File: src/rtl/pc_seq.sv
// rtl/pc_seq.sv - program-counter sequencer with hardware return-address stack
//
// Selects the next PC every enabled cycle from increment, PC-relative branch,
// absolute jump, subroutine call or return, and keeps a return-address stack.
//
// Ports:
//   clk        rising-edge clock
//   rst_n      asynchronous active-low reset
//   en         advance enable (0 = stall, all state held)
//   set_pc     synchronous restart to RESET_VEC, empties stack, clears fault
//   br_take    take relative branch, base is the current pc
//   br_off     signed branch offset, sign-extended to PC_W
//   jmp        absolute jump to jmp_addr
//   call       push pc+1 and jump to jmp_addr
//   ret        pop top of stack into pc
//   jmp_addr   target for jmp and call
//   pc         current program counter (registered)
//   stk_empty  stack holds no entries
//   stk_full   stack holds STACK_DEPTH entries
//   fault      sticky over/underflow flag
module pc_seq #(
   parameter int              PC_W        = 4,
   parameter int              OFF_W       = 4,
   parameter int              STACK_DEPTH = 4,
   parameter logic [PC_W-1:0] RESET_VEC   = '0
) (
   input  logic             clk,
   input  logic             rst_n,
   input  logic             en,
   input  logic             set_pc,
   input  logic             br_take,
   input  logic [OFF_W-1:0] br_off,
   input  logic             jmp,
   input  logic             call,
   input  logic             ret,
   input  logic [PC_W-1:0]  jmp_addr,
   output logic [PC_W-1:0]  pc,
   output logic             stk_empty,
   output logic             stk_full,
   output logic             fault
);

   localparam int CNT_W = $clog2(STACK_DEPTH + 1);
   localparam int IDX_W = (STACK_DEPTH > 1) ? $clog2(STACK_DEPTH) : 1;
   localparam logic [CNT_W-1:0] DEPTH_C = CNT_W'(STACK_DEPTH);
   localparam logic [CNT_W-1:0] ONE_CNT = CNT_W'(1);
   localparam logic [PC_W-1:0]  ONE_PC  = PC_W'(1);

   logic [PC_W-1:0]  stack [STACK_DEPTH];
   logic [CNT_W-1:0] count;
   logic [IDX_W-1:0] wr_idx;
   logic [IDX_W-1:0] rd_idx;
   logic [PC_W-1:0]  off_ext;
   logic [PC_W-1:0]  pc_inc;
   logic             do_push;

   // Size cast of a signed operand sign-extends (or truncates) to PC_W.
   assign off_ext = PC_W'($signed(br_off));
   assign pc_inc  = pc + ONE_PC;

   // count doubles as the stack pointer: next free slot is count, top is count-1.
   assign wr_idx  = IDX_W'(count);
   assign rd_idx  = IDX_W'(count - ONE_CNT);

   assign stk_empty = (count == '0);
   assign stk_full  = (count == DEPTH_C);

   // Push only when a call is the winning action; ret outranks call.
   assign do_push = rst_n && !set_pc && en && !ret && call && !stk_full;

   always_ff @(posedge clk or negedge rst_n) begin
      if (!rst_n) begin
         pc    <= RESET_VEC;
         count <= '0;
         fault <= 1'b0;
      end else if (set_pc) begin
         pc    <= RESET_VEC;
         count <= '0;
         fault <= 1'b0;
      end else if (en) begin
         if (ret) begin
            if (stk_empty) begin
               fault <= 1'b1;
            end else begin
               pc    <= stack[rd_idx];
               count <= count - ONE_CNT;
            end
         end else if (call) begin
            if (stk_full) begin
               fault <= 1'b1;
            end else begin
               pc    <= jmp_addr;
               count <= count + ONE_CNT;
            end
         end else if (jmp) begin
            pc <= jmp_addr;
         end else if (br_take) begin
            pc <= pc + off_ext;
         end else begin
            pc <= pc_inc;
         end
      end
   end

   // Entries at or above count are never read, so the array needs no reset.
   always_ff @(posedge clk) begin
      if (do_push) begin
         stack[wr_idx] <= pc_inc;
      end
   end

endmodule

File: config.mk
export PLATFORM = sky130hd
export DESIGN_NAME = pc_seq
export DESIGN_NICKNAME = d
export VERILOG_FILES = /design/src/rtl/pc_seq.sv
export SDC_FILE = /design/constraint.sdc
export NUM_CORES = 1
export LEC_CHECK = 0
export CAP_MARGIN = 40
export CORE_ASPECT_RATIO = 0.6
export CORE_MARGIN = 1
export CORE_UTILIZATION = 25
export CTS_BUF_LIST = sky130_fd_sc_hd__clkbuf_4
export DETAILED_ROUTE_END_ITERATION = 10
export DONT_BUFFER_PORTS = 1
export SYNTH_ARGS = -nofsm -noshare
export SYNTH_HDL_FRONTEND = slang
export SYNTH_SLANG_ARGS = --single-unit
File: constraint.sdc
create_clock -name clk -period 2.5 [get_ports clk]
set_input_delay 0.5 -clock clk [delete_from_list [all_inputs] [get_ports clk]]
set_output_delay 0.5 -clock clk [all_outputs]
set_load 0.005 [all_outputs]
# Word-level counts from Yosys, hierarchy flattened
# Memory sizes are Yosys's and may differ from the RTL's.
# Index checks and enable logic that the tools add are counted.
# totals
n_memories	1
output_inout_bits	7
word_cells	50
ramBits	16
reg_bits	8
inputBits	16
# classes
n_eq_ne	5
reduce_logical	15
addsub	4
mux	22
# memory_table
name	depth	width	rd	rd_clocked_by_memory_dff	wr	line	source
stack	4	4	1	0	1	49	logic [PC_W-1:0] stack [STACK_DEPTH];
# ops
operator	count
4-bit 2-to-1 mux	8
3-bit 2-to-1 mux	6
1-bit 2-to-1 mux	8
4-bit AND reduction	2
3-bit inequality test (second input constant)	2
3-bit nonzero test	2
1-bit logical AND	5
4-bit by 1-bit adder with 4-bit output (second input constant)	1
4-bit adder	1
4-bit inequality test (second input constant)	1
3-bit by 1-bit adder with 3-bit output (second input constant)	1
3-bit == test (second input constant)	1
1-bit zero test	3
3-bit zero test	1
3-bit by 2-bit inequality test with 1-bit output (second input constant)	1
3-bit AND reduction	1
3-bit by 1-bit subtractor with 3-bit output (second input constant)	1
2-bit nonzero test	1

# Depth between registers and ports, before layout
# depth
depth_word	8
ltp_mapped	7
mapped_depth_nobuf	6

# Least setup slack after synthesis
# Ideal clock, no wire load.
# synth_path
path_kind	input-to-reg
startpoint	input port br_off[0]
endpoint	register pc[1]
path_buffers	0
path_stages	6
t_required_ns	2.379
t_arrival_ns	1.761
setup_time_ns	0.121
path_slack_ns	0.618
path_cell_list	ha_1 fa_1 mux2_2 mux2i_1 o21ai_0 a22o_2
# synth_via
elab_chain_cells	7
# synth_rtl
item	line	source
start, declared	32	input logic [OFF_W-1:0] br_off,
4-bit adder	98	pc <= pc + off_ext;
4-bit 2-to-1 mux	97	end else if (br_take) begin
4-bit 2-to-1 mux	95	end else if (jmp) begin
4-bit 2-to-1 mux	88	end else if (call) begin
4-bit 2-to-1 mux	81	if (ret) begin
4-bit 2-to-1 mux	80	end else if (en) begin
4-bit 2-to-1 mux	76	end else if (set_pc) begin
end signal, assigned	85	pc <= stack[rd_idx];
end signal, assigned	92	pc <= jmp_addr;
end signal, assigned	96	pc <= jmp_addr;
end, declared	37	output logic [PC_W-1:0] pc,
# No other way between the ends. The select of a mux whose other input is x is not followed.
# A chain may end at the register's enable or synchronous reset.

# Worst setup path in the final report
# layout_path
startpoint	register count[0]
endpoint	memory stack[0][2] (enable)
# layout_via
elab_chain_cells	5
# layout_rtl
item	line	source
start, declared	50	logic [CNT_W-1:0] count;
start signal, assigned	86	count <= count - ONE_CNT;
start signal, assigned	93	count <= count + ONE_CNT;
3-bit == test	66	assign stk_full = (count == DEPTH_C);
net stk_full	39	output logic stk_full,
1-bit zero test	69	assign do_push = rst_n && !set_pc && en && !ret && call && !stk_full;
1-bit logical AND	69	
1-bit 2-to-1 mux	107	if (do_push) begin
1-bit 2-to-1 mux (not written as such)	108	stack[wr_idx] <= pc_inc;
end, declared	49	
# The timed path passes the listed nets, and every way through them passes these cells.

==> results.toml <==
[sta]
timing.final.max_slew_violations = 0
fin_ws_ps = 246
relSlewSlack_pct = 63.3
fin_crit_sh_pct = 90.2
min_period_ps = 2250
hold_viol_final = 0
setup_viol = 0
finalSetupTns_ps = 0
skew_ps = 13.1
rsz0062_at_grt = "false"
fmax_mhz = 444
tightest_slew_ps = 545

[yosys]
yosys.area.top_type = "edfxtp_1"
synth.avg_cell_area_um2 = 12.7
ys_top_cells_by_area = "edfxtp_1 33%, dfrtp_1 14%, ha_1 7.7%"
yosysUniqueCellTypes = 46
yosysSeqAreaShare_pct = 46.3
async_flop_share_pct = 33.3
synthCells = 116
ys_warn_count = 0
ys_ff_latch = 24
synth_edf_count = 16
synth_top_area_share_pct = 32.7
synthTopCellsByCount = "16 x edfxtp_1, 9 x ha_1, 8 x dfrtp_1, 7 x nand2_1, 6 x and2_1"
syn_nets = 142
synth_area_um2 = 1470
synth-main-ff-cell = "edfxtp_1"
yosysMostFrequentCell = "edfxtp_1"

[setup_path]
worst_setup_path_end_kind = "flip-flop"
cp.arrival_ps = 2280
cp.required_ps = 2530
rrSetupSlack_ps = 250
start_kind = "flip-flop"
cp_max_fo = 9
path_class = "reg2reg"

[drt]
drc_errors = 0
vias_per_cell = 4.87
num_vias = 964
wl_mm = 3.31
wl_per_cell_um = 16.7
drtPass1Iterations = 4
drt_iter0_drc = 49
ant_nets = 0

[finish]
fill_cells = 598
n_antenna_cell = 0
nets = 145
drive_gt1_share_pct = 13.6
multi_input_area_um2 = 732
area_growth_pct = 9.54
ff_latch_area_um2 = 681

[clock_network]
root_buffer = "clkbuf_4"
post-cts-setup-buffers = 0
post_cts_resized = 0
cts_max_path_buffers = 2
cts_buffers = 3
cts_tree = "done"
postCtsHoldBufs = 1
htreeDepth = 1
clk_pin_slew_ps = 150
insertion_delay_ps = 330
cts.sink_count = 24

[worst_hold_path]
hp-class = "in2reg"

[power_and_ir_drop]
power.leakage_nw = 0.617
max-vdd-ir-drop_mv = 0.216
power_switching_mw = 0.379
switching_share_pct = 31.5
intPower_mw = 0.823
combPwrFrac_pct = 31.4
p_clk_share_pct = 24.0
seq_power_share_pct = 44.5
p_total_mw = 1.20
powerDensity_nw_per_um2 = 748

[die]
initial_core_util_pct = 26.1
ios = 23
num_rows = 21
die_height_um = 61.4
die_w_um = 101
dieArea_um2 = 6200
coreArea_um2 = 5620

[place]
io_buffers = 0
place_ws_ps = 267
place_congestion = 0.870
dpl.hpwl_mm = 2.62

[global_routing]
grt_first_pass_wirelength_mm = 4.97
grt_pass1_vias = 921
grt.total_usage_pct = 11.1
antenna_found_initial = 0
grt_max_degree = 17
grt_overflow = 0

[flow_run]
drv_cap = 0

[run_status]
outcome = "finished, final reports clean"
power groups by stage:
| stage | clock (mW) | combinational, mW | sequential, mW |
|---|---|---|---|
| 5_1_grt | 0.311 | 0.421 | 0.543 |
| 3_3_place_gp | 0 | 0.364 | 0.542 |
| 6_report | 0.289 | 0.378 | 0.536 |
| 2_1_floorplan | 0 | 0.295 | 0.525 |
| 4_1_cts | 0.295 | 0.384 | 0.537 |
| 3_5_place_dp | 0 | 0.377 | 0.545 |
metrics by stage:
step	utilization, %	cell area (µm²)	std cells	hold WS, ps
6_report	28.6	1610	198	207
5_1_grt	28.6	1610	198	188
4_1_cts	28.6	1610	198	197
3_5_place_dp	27.5	1550	193	205
3_3_place_gp	27.5	1550	193	205
2_1_floorplan	-	1470	116	204
path summary, 6_finish.rpt:
path | from | to | depth (start not counted)
min in group asynchronous | rst_n | count[1]$_DFFE_PN0P_ | 1
max in group asynchronous | rst_n | count[2]$_DFFE_PN0P_ | 1
setup reg to reg | count[0]$_DFFE_PN0P_ | stack[0][2]$_DFFE_PP_ | 5
hold reg to reg | fault$_DFFE_PN0P_ | fault$_DFFE_PN0P_ | 2
setup / recovery | count[0]$_DFFE_PN0P_ | stack[0][2]$_DFFE_PP_ | 5
hold / removal | set_pc | fault$_DFFE_PN0P_ | 1
cell usage in the layout (no fill, tap or decap), types with 2 or more instances in the layout:
cell type,Yosys,final
mux4_2,2,2
dfrtp_1,8,8
xor2_1,3,3
nor2_1,2,2
nor2b_1,3,3
nand2b_1,2,2
mux2_2,2,2
and2_1,6,6
a21oi_1,2,2
mux2i_1,4,4
ha_1,9,9
buf_4,0,2
nand3b_1,3,3
o31ai_1,2,2
edfxtp_1,16,16
mux4_1,2,2
nand2_1,7,7
clkbuf_4,0,3
inv_1,5,5
o21ai_0,4,4
xnor2_1,2,2
nand3_1,3,3
nor4_1,2,2
a22o_2,2,2
state kept, by name, summed over array words and instances (netlist names):
register  cells
fault         1
count         3
stack        16
pc            4
cell families after synthesis:
group | share of synthesized area, %
fa+ha+maj | 9.03
mux | 10.9
simple gates | 15.2
compound gates | 11.8
buf+inv | 3.83
xor+xnor | 2.98
flops | 46.3
worst max-delay path: stages (launching register included):
cell	delay (ps)
dfrtp_1	590
inv_1	150
ha_1	240
and2_1	180
nor4_1	480
and2_1	320
per-layer routing:
metal,vias up,global-route usage (%),part of all wire (%)
met1,484,16.4,49
met4,0,1.86,0.45
met5,-,0,0
met2,34,15.9,41
li1,444,-,-
met3,2,3.75,8.7
final cells by class:
| type | instances | share of cell area (%) |
|---|---|---|
| clock buffer | 3 | 1.40 |
| clock inverter | 1 | 1.87 |
| inverter | 5 | 1.17 |
| multi-input combinational | 82 | 45.5 |
| sequential | 24 | 42.3 |
| tap | 80 | 6.22 |
| timing repair buffer | 3 | 1.56 |
Power figures use the tool's default switching activity.
